`src/rtl/io_port_bank_pkg.sv`:
```
// Shared definitions for the memory-mapped I/O port bank.
// Holds the default address map, the status-register count calculation,
// the address-region check and the decoded region type. The memory block
// imports this too, so the RAM decode can steer clear of the bank.
package io_port_bank_pkg;

  // Default bus geometry and address map
  localparam int          DEF_DATA_W    = 8;
  localparam int          DEF_ADDR_W    = 8;
  localparam int          DEF_NUM_PORTS = 16;
  localparam int unsigned DEF_OUT_BASE  = 32'h00E0;
  localparam int unsigned DEF_IN_BASE   = 32'h00F0;
  localparam int unsigned DEF_CHG_BASE  = 32'h00D0;
  localparam int unsigned DEF_MASK_BASE = 32'h00D8;

  // Which register region the current bus address falls into
  typedef enum logic [2:0] {
    REG_NONE,
    REG_OUT,
    REG_IN,
    REG_CHG,
    REG_MASK
  } region_e;

  // Number of DATA_W-wide registers needed to hold one flag bit per port
  function automatic int nstat_calc(input int num_ports, input int data_w);
    return (num_ports + data_w - 1) / data_w;
  endfunction

  // True when addr lies in [base, base+size). Arithmetic is done in 32 bits
  // so a region ending exactly at the top of the address space still works.
  function automatic logic in_region(input int unsigned addr,
                                     input int unsigned base,
                                     input int unsigned size);
    return (addr >= base) && (addr < base + size);
  endfunction

endpackage

```
`src/rtl/io_port_bank_sync_edge.sv`:
```
// Input synchroniser and change detector for one port.
// Ports:
//   clk, reset : system clock, synchronous active-high reset
//   armed      : change detection enabled (after the post-reset settling time)
//   din        : asynchronous port input
//   sync       : synchronised value (second flop)
//   evt        : one-cycle pulse while the synchronised value differs from
//                the previous cycle's, gated by armed
module io_sync_edge #(
  parameter int DATA_W = 8
) (
  input  logic              clk,
  input  logic              reset,
  input  logic              armed,
  input  logic [DATA_W-1:0] din,
  output logic [DATA_W-1:0] sync,
  output logic              evt
);

  logic [DATA_W-1:0] s1;
  logic [DATA_W-1:0] s2;
  logic [DATA_W-1:0] prev;

  // Two-flop synchroniser followed by a one-cycle history register
  always_ff @(posedge clk) begin
    if (reset) begin
      s1   <= '0;
      s2   <= '0;
      prev <= '0;
    end else begin
      s1   <= din;
      s2   <= s1;
      prev <= s2;
    end
  end

  assign sync = s2;
  assign evt  = (s2 != prev) && armed;

endmodule

```
`src/rtl/io_port_bank.sv`:
```
// Memory-mapped I/O port bank that sits beside RAM on the CPU bus.
// Ports:
//   clk, reset : system clock, synchronous active-high reset
//   address    : CPU bus address
//   write      : CPU write strobe
//   data_in    : CPU write data
//   data_out   : registered read data, 0 when the previous address missed
//   hit        : registered, previous address decoded into this bank
//   port_in    : asynchronous inputs, port k at [k*DATA_W +: DATA_W]
//   port_out   : output port registers, same packing
//   irq        : registered OR of pending change flags under the mask
module io_port_bank
  import io_port_bank_pkg::*;
#(
  parameter int          DATA_W    = DEF_DATA_W,
  parameter int          ADDR_W    = DEF_ADDR_W,
  parameter int          NUM_PORTS = DEF_NUM_PORTS,
  parameter int unsigned OUT_BASE  = DEF_OUT_BASE,
  parameter int unsigned IN_BASE   = DEF_IN_BASE,
  parameter int unsigned CHG_BASE  = DEF_CHG_BASE,
  parameter int unsigned MASK_BASE = DEF_MASK_BASE
) (
  input  logic                        clk,
  input  logic                        reset,
  input  logic [ADDR_W-1:0]           address,
  input  logic                        write,
  input  logic [DATA_W-1:0]           data_in,
  output logic [DATA_W-1:0]           data_out,
  output logic                        hit,
  input  logic [NUM_PORTS*DATA_W-1:0] port_in,
  output logic [NUM_PORTS*DATA_W-1:0] port_out,
  output logic                        irq
);

  localparam int NSTAT  = nstat_calc(NUM_PORTS, DATA_W);
  localparam int FLAG_W = NSTAT * DATA_W;

  logic [NUM_PORTS*DATA_W-1:0] sync_bus;
  logic [NUM_PORTS-1:0]        evt;
  logic [FLAG_W-1:0]           valid;
  logic [FLAG_W-1:0]           evt_pad;
  logic [FLAG_W-1:0]           clr;
  logic [FLAG_W-1:0]           chg;
  logic [FLAG_W-1:0]           chg_next;
  logic [FLAG_W-1:0]           mask;
  logic [1:0]                  arm_cnt;
  logic                        armed;
  int unsigned                 addr_u;
  int unsigned                 idx;
  region_e                     region;
  logic [DATA_W-1:0]           rd_data;
  logic                        rd_hit;

  assign addr_u = 32'(address);
  assign armed  = (arm_cnt == 2'd3);

  for (genvar k = 0; k < NUM_PORTS; k++) begin : g_port
    io_sync_edge #(.DATA_W(DATA_W)) u_sync (
      .clk   (clk),
      .reset (reset),
      .armed (armed),
      .din   (port_in[k*DATA_W +: DATA_W]),
      .sync  (sync_bus[k*DATA_W +: DATA_W]),
      .evt   (evt[k])
    );
  end

  // Flag registers are padded to whole bus words; padding bits never hold a 1
  for (genvar b = 0; b < FLAG_W; b++) begin : g_flag
    if (b < NUM_PORTS) begin : g_real
      assign valid[b]   = 1'b1;
      assign evt_pad[b] = evt[b];
    end else begin : g_pad
      assign valid[b]   = 1'b0;
      assign evt_pad[b] = 1'b0;
    end
  end

  // Address decode into a region and an offset within it
  always_comb begin
    region = REG_NONE;
    idx    = 0;
    if (in_region(addr_u, OUT_BASE, NUM_PORTS)) begin
      region = REG_OUT;
      idx    = addr_u - OUT_BASE;
    end else if (in_region(addr_u, IN_BASE, NUM_PORTS)) begin
      region = REG_IN;
      idx    = addr_u - IN_BASE;
    end else if (in_region(addr_u, CHG_BASE, NSTAT)) begin
      region = REG_CHG;
      idx    = addr_u - CHG_BASE;
    end else if (in_region(addr_u, MASK_BASE, NSTAT)) begin
      region = REG_MASK;
      idx    = addr_u - MASK_BASE;
    end
  end

  // Read mux works on current (pre-write) state, so a read that coincides
  // with a write to the same address returns the old value
  always_comb begin
    rd_data = '0;
    rd_hit  = (region != REG_NONE);
    case (region)
      REG_OUT:
        for (int k = 0; k < NUM_PORTS; k++)
          if (idx == k) rd_data = port_out[k*DATA_W +: DATA_W];
      REG_IN:
        for (int k = 0; k < NUM_PORTS; k++)
          if (idx == k) rd_data = sync_bus[k*DATA_W +: DATA_W];
      REG_CHG:
        for (int j = 0; j < NSTAT; j++)
          if (idx == j) rd_data = chg[j*DATA_W +: DATA_W];
      REG_MASK:
        for (int j = 0; j < NSTAT; j++)
          if (idx == j) rd_data = mask[j*DATA_W +: DATA_W];
      default: rd_data = '0;
    endcase
  end

  // Write-1-to-clear of change flags; a new event in the same cycle wins
  always_comb begin
    clr = '0;
    if (write && region == REG_CHG)
      for (int j = 0; j < NSTAT; j++)
        if (idx == j) clr[j*DATA_W +: DATA_W] = data_in;
    chg_next = (chg & ~(clr & valid)) | evt_pad;
  end

  // Register file, read pipeline, irq and post-reset arming counter
  always_ff @(posedge clk) begin
    if (reset) begin
      port_out <= '0;
      mask     <= '0;
      chg      <= '0;
      data_out <= '0;
      hit      <= 1'b0;
      irq      <= 1'b0;
      arm_cnt  <= 2'd0;
    end else begin
      if (write && region == REG_OUT)
        for (int k = 0; k < NUM_PORTS; k++)
          if (idx == k) port_out[k*DATA_W +: DATA_W] <= data_in;
      if (write && region == REG_MASK)
        for (int j = 0; j < NSTAT; j++)
          if (idx == j) mask[j*DATA_W +: DATA_W] <= data_in & valid[j*DATA_W +: DATA_W];
      chg      <= chg_next;
      data_out <= rd_data;
      hit      <= rd_hit;
      irq      <= |(chg & mask);
      if (arm_cnt != 2'd3) arm_cnt <= arm_cnt + 2'd1;
    end
  end

endmodule

```
`config.mk`:
```
export PLATFORM = sky130hd
export DESIGN_NAME = io_port_bank
export DESIGN_NICKNAME = d
export VERILOG_FILES = /design/src/rtl/io_port_bank_pkg.sv /design/src/rtl/io_port_bank_sync_edge.sv /design/src/rtl/io_port_bank.sv
export SDC_FILE = /design/constraint.sdc
export NUM_CORES = 1
export LEC_CHECK = 0
export ABC_CLOCK_PERIOD_IN_PS = 5900
export CORE_ASPECT_RATIO = 1.75
export CORE_MARGIN = 2
export CORE_UTILIZATION = 50
export CTS_CLUSTER_SIZE = 30
export DETAILED_ROUTE_END_ITERATION = 10
export PLACE_DENSITY = 0.74
export SYNTH_ARGS = -nofsm -noshare
export SYNTH_HDL_FRONTEND = slang
export SYNTH_SLANG_ARGS = --single-unit
```
`constraint.sdc`:
```
create_clock -name clk -period 5.9 [get_ports clk]
set_input_delay 1.475 -clock clk [delete_from_list [all_inputs] [get_ports clk]]
set_output_delay 1.475 -clock clk [all_outputs]
set_load 0.02 [all_outputs]
```
==> impl_metrics.toml <==
[cts]
cts_hold_buf = 0
clk_pin_slew_ps = 70
clockBufferDepth = 3
cts-resized-gates = 0
numCtsBuffers = 48
cts_max_level = 2
clock-sinks = 556
insertion_delay_ps = 590
root_buffer = "clkbuf_16"
postCtsSetupBuffers = 0
cts_tree = "yes"

[critical_path]
start_kind = "input pin"
reg2reg_from = "port_out[44]"
cp.arrival_ps = 6110
critPathMaxFanout = 18
reg2regPathDepth = 7
required_ps = 6360
reg2reg_slack_ps = 3880
crit_path_end = "data_out[6]"
cp-end-kind = "flop"
worst_path_largest_cell_delay_ps = 630
cp_common_cell = "o21ai_0"
worstSetupPathType = "in -> reg"
r2r_end = "data_out[4]"
crit_start = "address[2]"
crit_slowest_cell = "o21ai_0"
cp_cell_sequence = "clkdlybuf4s50_1 > or3_1 > a2111oi_0 > o21ai_0 > a32o_1 > a211o_1 > buf_12 > nor2_4 > nand3_1 > o21ai_0 > o21ai_0 > nand2b_1 > o2111ai_1"

[synthesis]
yosys_most_used_dff = "dfxtp_1"
synthCells = 2192
syn_nets = 2347
syn_area_sq_mm = 0.0212
syn_area_per_cell_sq_um = 9.67
yosysWarnings = 0
synth-seq-cells = 556
netlist-cell-type-count = 81
synthArstFlopShare = 0
yosysSeqAreaShare = 0.525
synth_edf_count = 0

[timing]
fin_crit_ps = 5660
fmax_ghz = 0.177
worst_clock_skew_ps = 24.5
fin_crit_sh = 0.958
hold_viol = 0
rsz0062_at_grt = "false"
tightest_slew_ps = 1360
finalSetupViolations = 0
slew_headroom = 0.0924
maxSlewViolCount = 0
fin_hold_ws_ps = 423

[layout]
synthToLayoutAreaGrowth_pct = 25.2
n_fill_cell = 3549
antenna_cells = 0
multi_input_area_sq_mm = 0.00944
seq_area_sq_mm = 0.0111
drive_gt1_frac = 0.0883
fin_area_sq_mm = 0.0265
fin_nets = 2637

[grt]
antenna_found_initial = 0
track_usage = 0.326
grt_max_degree = 161
grt_pass1_vias = 17345
grt_pass1_wl_um = 108000
grt_overflow = 0

[floorplan]
die_h_um = 276
die_w_um = 160
dieArea_sq_mm = 0.0441
fp.coreArea_sq_mm = 0.0417
io_pins = 285
rows = 99
initial_core_util = 0.508

[drt]
wirelength_um = 73400
via_per_inst = 5.69
drt_iter0_drc = 1501
drtAntennaViolNets = 0
routed-via-count = 17477
dr.pass1.iters = 8
wire_per_inst_um = 23.9
route.detailed.drc = 0

[placed_design]
port_buffers = 284
gp_congestion = 1.06
placed_cell_area_sq_mm = 0.0250
dp_hpwl_um = 55900

[min_path]
whs_path_depth = 1
hold_path_class = "reg -> reg"

[power_and_ir_drop]
p_per_area_mw_per_mm2 = 292
ir_drop_uv = 265
power.leakage_nw = 9.30

[outcome]
status = "completed"

[run]
maxCapViolCount = 0
-- critical path, delay by kind of cell --
family          cells  cell delay (ps)
buf+inv             2              590
simple gates        4             1410
compound gates      7             2620
-- cells in the final DEF, fill, tap and decap left out, drive strengths merged, types with 4 or more instances in the layout --
cell	Yosys	final
a222oi	6	6
nand4	44	44
o21ai	74	74
buf	39	98
nor4	15	15
nor2	130	130
nor2b	390	390
xor2	4	4
xnor2	132	132
nor3	16	16
mux2i	74	74
clkinv	0	11
a211o	4	4
and2	6	6
dfxtp	556	556
or3	6	6
a31oi	11	11
o2111ai	6	6
bufinv	0	4
nand3	33	33
a221oi	28	28
a21oi	122	122
nand2	210	210
a221o	5	5
a22o	14	14
a22oi	37	37
o31ai	4	4
clkdlybuf4s50	0	283
o221ai	8	8
nand2b	9	9
clkbuf	102	61
ha	8	8
o22ai	18	18
a211oi	8	8
inv	8	12
o211ai	9	9
and3	10	10
-- report_power, final --
group,internal (mW),switching [mW]
Clock,1.76,1.39
Sequential,3.87,0.0857
Combinational,0.291,0.358
Total,5.92,1.83
-- Yosys cell counts, types with 9 or more instances --
cell,n,area share
dfxtp_1,556,0.53
nor2b_1,390,0.12
nand2_1,208,0.037
xnor2_1,132,0.055
a21oi_1,122,0.029
nor2_1,118,0.021
clkbuf_1,102,0.018
mux2i_1,74,0.035
o21ai_0,67,0.016
nand4_1,44,0.013
a22oi_1,36,0.013
nand3_1,32,0.0076
buf_2,26,0.0061
a221oi_1,25,0.010
o22ai_1,18,0.0053
nor3_1,15,0.0035
a22o_1,14,0.0058
a31oi_1,11,0.0032
and3_1,10,0.0030
nand2b_1,9,0.0027
o211ai_1,9,0.0032
-- registers in the layout, summed over array words and instances, names as in the netlist --
signal              cells
arm_cnt                 2
chg                    16
data_out                8
g_port.u_sync.prev    128
g_port.u_sync.s1      128
g_port.u_sync.sync    128
hit                     1
irq                     1
mask                   16
port_out              128
-- logic make-up after synthesis --
group | Yosys count | synth area share
AOI/OAI and AO/OA | 388 | 0.123
xor gates and xnor gates | 136 | 0.0562
adders and majority gates | 8 | 0.00472
and+or+nand+nor | 878 | 0.224
buffers and inverters | 149 | 0.0308
DFF | 556 | 0.525
muxes | 77 | 0.0365
-- metrics by stage --
stage	utilization	setup WS [ps]	std cells	TNS [ps]	power, mW
finish	0.636	245	3070	0	7.76
global route	0.636	197	3070	0	8.00
CTS	0.636	373	3070	0	7.80
detailed placement	0.598	-205	2987	-205	4.69
global placement	0.598	-229	2987	-229	4.67
floorplan	-	1110	2192	0	4.38
-- how the worst min path moves through the flow --
stage | startpoint | to | slack [ps]
2_1_floorplan | g_port[0].u_sync.s1[0] | g_port[0].u_sync.sync[0] | 410
3_3_place_gp | g_port[15].u_sync.s1[2] | g_port[15].u_sync.sync[2] | 420
3_5_place_dp | g_port[1].u_sync.s1[6] | g_port[1].u_sync.sync[6] | 420
4_1_cts | g_port[6].u_sync.s1[7] | g_port[6].u_sync.sync[7] | 440
5_1_grt | g_port[13].u_sync.s1[1] | g_port[13].u_sync.sync[1] | 450
6_report | g_port[13].u_sync.s1[6] | g_port[13].u_sync.sync[6] | 420
-- layer usage --
| metal | vias up | wire length (um) | share of wire | global-route usage |
|---|---|---|---|---|
| met2 | 927 | 36900 | 0.50 | 0.586 |
| met3 | 330 | 4670 | 0.064 | 0.0518 |
| met4 | 0 | 7470 | 0.10 | 0.277 |
| met1 | 8201 | 24300 | 0.33 | 0.324 |
| met5 | - | 0 | 0 | 0 |
| li1 | 8019 | - | - | - |
-- layout make-up --
cell class              count  share of cell area
clock buffers              61              0.0494
clock inverters            22             0.00986
inverters                   8             0.00113
multi-input cells        1487               0.356
flip-flops and latches    556               0.420
well taps                 555              0.0262
repair buffers            381               0.138
(Power assumes the default switching activity.)
